==> src/rtl/pipe_pkg.sv <==
// Shared types and constants for pipeline stage registers between core stages.
package pipe_pkg;

    typedef enum logic [1:0] {
        EMPTY = 2'd0,
        BUSY  = 2'd1,
        FULL  = 2'd2
    } stage_state_t;

    localparam int CTRL_REG_WRITE    = 0;
    localparam int CTRL_MEM_TO_REG   = 1;
    localparam int PIPE_MEMWB_CTRL_W = 2;
    localparam int PIPE_MEMWB_DATA_W = 69;

endpackage

==> src/rtl/pipe_slot.sv <==
// One {ctrl, data} holding register with load enable.
// Latency: 1 cycle from load to q.
// Backpressure: none; the owner decides when to load.
module pipe_slot #(
    parameter int W = 71
) (
    input  logic         clk,
    input  logic         reset_n,
    input  logic         load,
    input  logic [W-1:0] d,
    output logic [W-1:0] q
);

    always_ff @(posedge clk or negedge reset_n) begin
        if (!reset_n) begin
            q <= '0;
        end else if (load) begin
            q <= d;
        end
    end

endmodule

==> src/rtl/pipe_stage_skid.sv <==
// Valid/ready pipeline stage with a two-entry skid buffer (main + skid slot).
// Latency: 1 cycle; full throughput with out_ready held high.
// Backpressure: in_ready is registered, low only while both slots are held.
module pipe_stage_skid
    import pipe_pkg::*;
#(
    parameter int                DATA_W      = PIPE_MEMWB_DATA_W,
    parameter int                CTRL_W      = PIPE_MEMWB_CTRL_W,
    parameter logic [CTRL_W-1:0] CTRL_BUBBLE = '0
) (
    input  logic              clk,
    input  logic              reset_n,
    input  logic              flush,
    input  logic              in_valid,
    output logic              in_ready,
    input  logic [CTRL_W-1:0] in_ctrl,
    input  logic [DATA_W-1:0] in_data,
    output logic              out_valid,
    input  logic              out_ready,
    output logic [CTRL_W-1:0] out_ctrl,
    output logic [DATA_W-1:0] out_data,
    output logic [1:0]        occupancy
);

    localparam int SLOT_W = CTRL_W + DATA_W;

    stage_state_t      state_q;
    stage_state_t      state_d;
    logic              in_ready_q;
    logic              acc;
    logic              fire;
    logic              load_main;
    logic              load_skid;
    logic [SLOT_W-1:0] main_d;
    logic [SLOT_W-1:0] main_q;
    logic [SLOT_W-1:0] skid_q;

    assign acc  = in_valid & in_ready_q;
    assign fire = out_valid & out_ready;

    always_ff @(posedge clk or negedge reset_n) begin
        if (!reset_n) begin
            state_q    <= EMPTY;
            in_ready_q <= 1'b1;
        end else begin
            state_q    <= state_d;
            in_ready_q <= (state_d != FULL);
        end
    end

    // Flush only clears valid state; slot contents are left untouched.
    always_comb begin
        state_d   = state_q;
        load_main = 1'b0;
        load_skid = 1'b0;
        main_d    = {in_ctrl, in_data};
        if (flush) begin
            state_d = EMPTY;
        end else begin
            case (state_q)
                EMPTY: begin
                    if (acc) begin
                        load_main = 1'b1;
                        state_d   = BUSY;
                    end
                end
                BUSY: begin
                    if (acc && fire) begin
                        load_main = 1'b1;
                    end else if (acc) begin
                        load_skid = 1'b1;
                        state_d   = FULL;
                    end else if (fire) begin
                        state_d   = EMPTY;
                    end
                end
                FULL: begin
                    main_d = skid_q;
                    if (fire) begin
                        load_main = 1'b1;
                        state_d   = BUSY;
                    end
                end
                default: state_d = EMPTY;
            endcase
        end
    end

    always_comb begin
        out_valid = 1'b0;
        occupancy = 2'd0;
        case (state_q)
            BUSY: begin
                out_valid = 1'b1;
                occupancy = 2'd1;
            end
            FULL: begin
                out_valid = 1'b1;
                occupancy = 2'd2;
            end
            default: begin
                out_valid = 1'b0;
                occupancy = 2'd0;
            end
        endcase
    end

    // A bubble must never leak stale control bits such as reg_write.
    assign out_ctrl = out_valid ? main_q[SLOT_W-1:DATA_W] : CTRL_BUBBLE;
    assign out_data = main_q[DATA_W-1:0];
    assign in_ready = in_ready_q;

    pipe_slot #(.W(SLOT_W)) u_main (
        .clk     (clk),
        .reset_n (reset_n),
        .load    (load_main),
        .d       (main_d),
        .q       (main_q)
    );

    pipe_slot #(.W(SLOT_W)) u_skid (
        .clk     (clk),
        .reset_n (reset_n),
        .load    (load_skid),
        .d       ({in_ctrl, in_data}),
        .q       (skid_q)
    );

endmodule

==> config.mk <==
export PLATFORM = sky130hd
export DESIGN_NAME = pipe_stage_skid
export DESIGN_NICKNAME = d
export VERILOG_FILES = /design/src/rtl/pipe_pkg.sv /design/src/rtl/pipe_slot.sv /design/src/rtl/pipe_stage_skid.sv
export SDC_FILE = /design/constraint.sdc
export NUM_CORES = 1
export LEC_CHECK = 0
export CORE_MARGIN = 2
export CORE_UTILIZATION = 40
export CTS_BUF_LIST = sky130_fd_sc_hd__clkbuf_16
export DETAILED_ROUTE_END_ITERATION = 6
export GPL_TIMING_DRIVEN = 0
export PLACE_DENSITY = 0.73
export SYNTH_ARGS = -nofsm -noshare
export SYNTH_HDL_FRONTEND = slang
export SYNTH_SLANG_ARGS = --single-unit
==> constraint.sdc <==
create_clock -name clk -period 2.1 [get_ports clk]
set_input_delay 0.315 -clock clk [delete_from_list [all_inputs] [get_ports clk]]
set_output_delay 0.315 -clock clk [all_outputs]
set_load 0.02 [all_outputs]
==> flow_metrics.tcl, run 1 <==
set metrics [dict create \
    layout.nets 825 \
    drv_slew 0 \
    chipHeight_um 133 \
    cp_max_fo 10 \
    crit_arrival_ps 2330 \
    syn_to_final_growth_pct 37.7 \
    yosys.area.top_type "dfrtp_1" \
    coreArea_mm2 0.0165 \
    die-area_mm2 0.0178 \
    clock_power_share 0.222 \
    route.detailed.drc 0 \
    p_per_area_mw_per_mm2 1270 \
    yosysUniqueCellTypes 28 \
    cp-start-kind "flip-flop" \
    netlist_area_mm2 0.00668 \
    p_sw_mw 3.66 \
    maxSlewHeadroom 0.565 \
    gp_congestion 0.788 \
    viasPerCell 4.83 \
    num_rows 47 \
    cts_root_buf "clkbuf_16" \
    synthFlopType "dfrtp_1" \
    clock_path_buffers 2 \
    ys_top_cells_by_area "dfrtp_1, mux2_2, mux2i_1, buf_4, a21oi_1" \
    switching_share 0.312 \
    antenna_cells 0 \
    vias 4703 \
    min_path_type "input pin to flip-flop" \
    worst_slack_ps 64.3 \
    fillers 1365 \
    routed_wl_um 15400 \
    grt-ovfl-total 0 \
    drv_cap 0 \
    reg2reg_depth 8 \
    worstSkewPairLatency_ps 410 \
    p_int_mw 8.07 \
    rsz0062_at_grt "yes" \
    cts_max_level 4 \
    syn_area_per_cell_um2 11.9 \
    clkTransAtPathRegs_ps 60 \
    multiInputGateArea_mm2 0.00240 \
    synth_fp_nets 644 \
    dr.pass1.iters 4 \
    drive_above_1_share 0.298 \
    seq_area_mm2 0.00363 \
    detail-route-antenna-nets 0 \
    start_util 0.406 \
    holdPathStages 3 \
    detail_route.wl_per_cell_um 15.8 \
    ys_seq_area_frac 0.543 \
    leakagePower_nw 3.84 \
    slowest_stage "dfrtp_2" \
    finalCriticalPeriod_ps 2040 \
    ios 151 \
    grtUsageTotal 0.177 \
    max_stage_delay_ps 440 \
    async_flop_share 1.00 \
    max_freq_mhz 491 \
    vdd_drop_max_mv 0.677 \
    finalPower_mw 11.7 \
    drt_iter0_drc 224 \
    ys_ff_latch 145 \
    synthCells 563 \
    yosysMostFrequentCell "dfrtp_1" \
    synth_commonest_cells "dfrtp_1, a21oi_1, nor2_1" \
    status "finished clean" \
    finClkSkew_ps 6.57 \
    crit_chain "buf_4 > ha_1 > or2_4 > a221oi_4 > buf_6 > buf_6 > clkbuf_4 > a21oi_1" \
    die_w_um 133 \
    hpwl_um 10500 \
    crit_required_ps 2390 \
    finalCritPeriodShare 0.969 \
    cts_buffers 17 \
    synth_edf_count 0 \
    clock_sinks 145 \
    path_class "flip-flop to flip-flop" \
    worst_pin_slew_ps 653 \
    grt_pass1_wl_um 25100 \
    combPwrFrac 0.381 \
    dp_slack_ps -588 \
    hold_viol 0 \
    critical_path.most_common_cell "buf_6" \
    endpoint_kind "flip-flop" \
    setup_viol 0 \
    yosys_warnings 0 \
    p_seq_frac 0.397 \
    tritoncts "done" \
    grt_pass1_vias 5084 \
    synth_top_area_frac 0.539 \
    io_buffers 149 \
    antenna_found_initial 0 \
    grt_start_max_net_pins 79 \
]
[layer usage]
| layer | vias to the layer above | wire length, µm | GRT usage |
|---|---|---|---|
| met5 | - | 0 | 0 |
| met3 | 20 | 770 | 0.0491 |
| met2 | 127 | 7530 | 0.294 |
| met1 | 2335 | 6890 | 0.223 |
| li1 | 2221 | - | - |
| met4 | 0 | 236 | 0.0573 |
[cell type report]
| type | count | area share |
|---|---|---|
| sequential | 145 | 0.395 |
| multi-input combinational | 315 | 0.261 |
| tap | 220 | 0.0299 |
| timing repair buffer | 163 | 0.177 |
| inverter | 2 | 0.00109 |
| clock inverter | 12 | 0.00788 |
| buffer | 100 | 0.0824 |
| clock buffer | 17 | 0.0462 |
[sequential cells by signal (all words and copies together), names as in the netlist]
signal	cells
u_skid.q	71
in_ready	1
state_q	2
u_main.q	71
[worst paths after layout]
| kind | slack (ps) | startpoint | to |
|---|---|---|---|
| setup / recovery | 60 | state_q[0] | u_main.q[61] |
| hold / removal | 390 | out_ready | state_q[1] |
| setup reg to reg | 60 | state_q[0] | u_main.q[61] |
| hold reg to reg | 500 | u_skid.q[60] | u_skid.q[60] |
| max in group asynchronous | 820 | reset_n | u_main.q[43] |
| min in group asynchronous | 470 | reset_n | u_main.q[11] |
[cell families after synthesis]
logic type      after synthesis  share of synthesized area
fa+ha+maj                     5                    0.00936
simple gates                 85                     0.0507
flops                       145                      0.543
mux                         142                      0.226
xor+xnor                      1                    0.00131
buf+inv                     103                      0.104
compound gates               82                     0.0657
[critical path, delay by kind of cell (launching register included)]
kind                     cells  cell delay (ps)
AND/OR/NAND/NOR              1              250
AO/OA/AOI/OAI                2              380
adder cells (fa/ha/maj)      1              190
flip-flops                   1              440
buffers and inverters        4              650
[stage by stage]
stage,TNS (ps),hold WS [ps],instance area [µm²],std cells,utilization
after floorplan,0,19.4,6680,563,-
after global placement,-755430,486,8450,932,0.513
after detailed placement,-72060,364,8480,933,0.515
after CTS,0,372,9070,966,0.551
after global routing,-1010,391,9210,974,0.559
final,0,389,9210,974,0.559
[cell usage in the layout, fill, tap and decap left out, types with 2 or more instances in the layout]
| master | synthesis | routed |
|---|---|---|
| clkdlybuf4s50_1 | 0 | 143 |
| dfrtp_1 | 144 | 142 |
| buf_4 | 70 | 86 |
| a21oi_1 | 73 | 73 |
| nor2_1 | 72 | 72 |
| mux2i_1 | 71 | 71 |
| mux2_2 | 71 | 71 |
| clkbuf_16 | 0 | 17 |
| buf_6 | 1 | 12 |
| buf_2 | 29 | 9 |
| clkbuf_4 | 0 | 6 |
| nand2_1 | 5 | 5 |
| clkinv_2 | 0 | 5 |
| clkinvlp_4 | 0 | 3 |
| dlygate4sd2_1 | 0 | 3 |
| a31oi_1 | 2 | 2 |
| and2_1 | 2 | 2 |
| a21boi_0 | 2 | 2 |
| ha_4 | 0 | 2 |
| ha_1 | 5 | 2 |
| clkinv_1 | 0 | 2 |
| clkdlybuf4s15_2 | 0 | 2 |
| dfrtp_2 | 0 | 2 |
[power by group through the flow]
stage	clock network [mW]	registers [mW]	logic, mW
final	2.60	4.65	4.47
after global routing	2.79	4.82	4.81
after CTS	2.67	4.65	4.44
after detailed placement	0	4.69	4.38
after global placement	0	4.60	4.26
after floorplan	0	4.49	2.83
[what timing repair did]
item	4_1_cts	5_1_grt
gates resized for setup	28	26
pin swaps	1	2
hold endpoints to repair	66	0
setup buffers	4	7
hold buffers	1	0
setup endpoints to repair	147	114
gates cloned	0	1
(Power assumes the default switching activity.)
==> run 2, diff against run 1 <==
- HOLD_SLACK_MARGIN: not set -> 0.12
==> results of run 2 <==
Final layout, timing and power as in run 1 (identical DEF).
==> run 3, diff against run 2 <==
- MAX_ROUTING_LAYER: not set -> met4
- SETUP_SLACK_MARGIN: not set -> 0.3
==> run 3 against run 2 <==
Compared with the run above: worst setup slack better by 80 ps; routed wire length is 11% higher; via count is 3.5% higher; power is 11% higher; first-iteration DRC count is 17% lower; combinational power is 15% higher; global-route usage is 1.9 points higher; utilization is 8.1 points higher; critical path depth is 2 higher; clock power is 15% higher; fmax is 4.1% higher; sequential power is 4% higher; critical path type unchanged; critical endpoint is now u_main.q[62]; largest power group is now combinational logic.
==> flow_metrics.tcl, run 3 (same netlist as run 1, synthesis figures left out) <==
set metrics [dict create \
    status "finished clean" \
    finalInstanceArea_mm2 0.0105 \
    coreArea_mm2 0.0165 \
    p_int_mw 8.72 \
    max_freq_mhz 511 \
    route.detailed.drc 0 \
    grt_start_max_net_pins 79 \
    vias 4869 \
    setup_viol 0 \
    finalCriticalPeriod_ps 1960 \
    worst_pin_slew_ps 745 \
    combPwrFrac 0.395 \
    clock_sinks 145 \
    syn_to_final_growth_pct 57.7 \
    drv_slew 0 \
    multiInputGateArea_mm2 0.00298 \
    grt-ovfl-total 0 \
    tritoncts "done" \
    clock_power_share 0.231 \
    detail-route-antenna-nets 0 \
    rsz0062_at_grt "yes" \
    drt_iter0_drc 186 \
    critical_path.most_common_cell "buf_6" \
    endpoint_kind "flip-flop" \
    cp-start-kind "flip-flop" \
    gp_congestion 0.773 \
    seq_area_mm2 0.00363 \
    clkTransAtPathRegs_ps 60 \
    reg.largest.list "u_main.q (71), u_skid.q (71), state_q (2)" \
    grt_pass1_wl_um 26700 \
    slowest_stage "dfrtp_2" \
    detail_route.wl_per_cell_um 17.1 \
    crit_chain "inv_4 > ha_4 > nand3_4 > a221oi_4 > buf_6 > buf_12 > buf_6 > buf_8 > nor2_2 > a21oi_1" \
    finClkSkew_ps 10.1 \
    p_seq_frac 0.373 \
    p_sw_mw 4.25 \
    max_stage_delay_ps 420 \
    vdd_drop_max_mv 0.769 \
    antenna_found_initial 1 \
    cp_max_fo 5 \
    final_cell_mix "dfrtp_1, buf_4, clkdlybuf4s50_1, mux2i_1, mux2_2" \
    final_common_cell "dfrtp_1" \
    cts_buffers 17 \
    num_rows 47 \
    worstSkewPairLatency_ps 420 \
    placed_area_mm2 0.00856 \
    die_w_um 133 \
    cpLargestDelayFamily "buffers and inverters" \
    grt_pass1_vias 5255 \
    cts_root_buf "clkbuf_16" \
    ios 151 \
    path_class "flip-flop to flip-flop" \
    drive_above_1_share 0.468 \
    min_path_type "input pin to flip-flop" \
    stdcell_count 999 \
    routed_wl_um 17100 \
    finalCritPeriodShare 0.931 \
    critPathBufInv 5 \
    drv_cap 0 \
    die-area_mm2 0.0178 \
    clock_path_buffers 2 \
    grtUsageTotal 0.196 \
    finalPower_mw 13.0 \
    switching_share 0.328 \
    leakagePower_nw 4.46 \
    hpwl_um 10300 \
    crit_required_ps 2440 \
    viasPerCell 4.87 \
    dr.pass1.iters 4 \
    placed_cells 933 \
    r2r_slack_ps 140 \
    layout.nets 846 \
    chipHeight_um 133 \
    crit_arrival_ps 2290 \
    hold_viol 0 \
    fillers 1227 \
    p_per_area_mw_per_mm2 1230 \
    utilization 0.640 \
    io_buffers 149 \
    start_util 0.406 \
    cts_max_level 4 \
    maxSlewHeadroom 0.503 \
]
==> run 3: changes by cell type in the layout (fill, tap and decap cells not counted), moves of 5 or more <==
cell and delta:
nor2_1 -55, a21oi_2 +54, nor2_2 +13, buf_12 +12, buf_16 +7, buf_2 -6
buf_8 +11, a21oi_1 -54, dlymetal6s2s_1 +38, clkdlybuf4s50_1 -69, buf_6 +5, nor2_4 +42
dlygate4sd2_1 +28
==> run 3: layer usage <==
layer	wire length [µm]	vias up	share of wire	global-route usage
li1	-	2271	-	-
met1	7090	2471	0.41	0.229
met2	9170	106	0.54	0.339
met3	667	21	0.039	0.0403
met4	201	0	0.012	0.0615
met5	0	-	0	-
==> run 3: power by group through the flow <==
stage	Clock (mW)	Combinational [mW]	Sequential [mW]
final	3.00	5.13	4.84
after global routing	3.18	5.46	4.99
after detailed placement	0	4.43	4.68
after CTS	3.06	4.76	4.69
after global placement	0	4.31	4.60
after floorplan	0	2.88	4.49
==> run 3: tightest hold or removal path, stage by stage <==
cell	delay [ps]
buf_2	170
a31o_2	170
a31oi_1	90
==> run 3: timing repair <==
action,CTS,global route
pin swaps,2,5
cloned,8,3
hold buffers,1,0
setup buffers,19,2
hold endpoints to repair,76,0
setup endpoints to repair,178,185
resized for setup,159,174
==> run 3: final cells by class <==
| class | count | share of cell area |
|---|---|---|
| clock buffers | 17 | 0.0404 |
| plain buffers | 101 | 0.0877 |
| repair buffers | 183 | 0.202 |
| flip-flops and latches | 145 | 0.345 |
| clock inverters | 15 | 0.0150 |
| well taps | 220 | 0.0261 |
| diodes | 1 | 0.000237 |
| inverters | 2 | 0.000950 |
| multi-input cells | 315 | 0.283 |
==> run 3: per-stage QoR <==
step | setup slack [ps] | hold WS [ps] | setup TNS (ps)
floorplan | 320 | 19.4 | 0
global placement | -5290 | 486 | -703870
detailed placement | -253 | 402 | -19190
CTS | 150 | 353 | 0
global route | 78.4 | 413 | 0
finish | 144 | 398 | 0
==> run 3: final timing paths <==
kind                              from            to  depth (start not counted)
setup / recovery            state_q[0]  u_main.q[62]                         10
hold / removal               out_ready    state_q[1]                          3
setup reg to reg            state_q[0]  u_main.q[62]                         10
hold reg to reg            u_skid.q[9]   u_skid.q[9]                          1
max in group asynchronous      reset_n  u_main.q[22]                          3
min in group asynchronous      reset_n  u_main.q[57]                          2
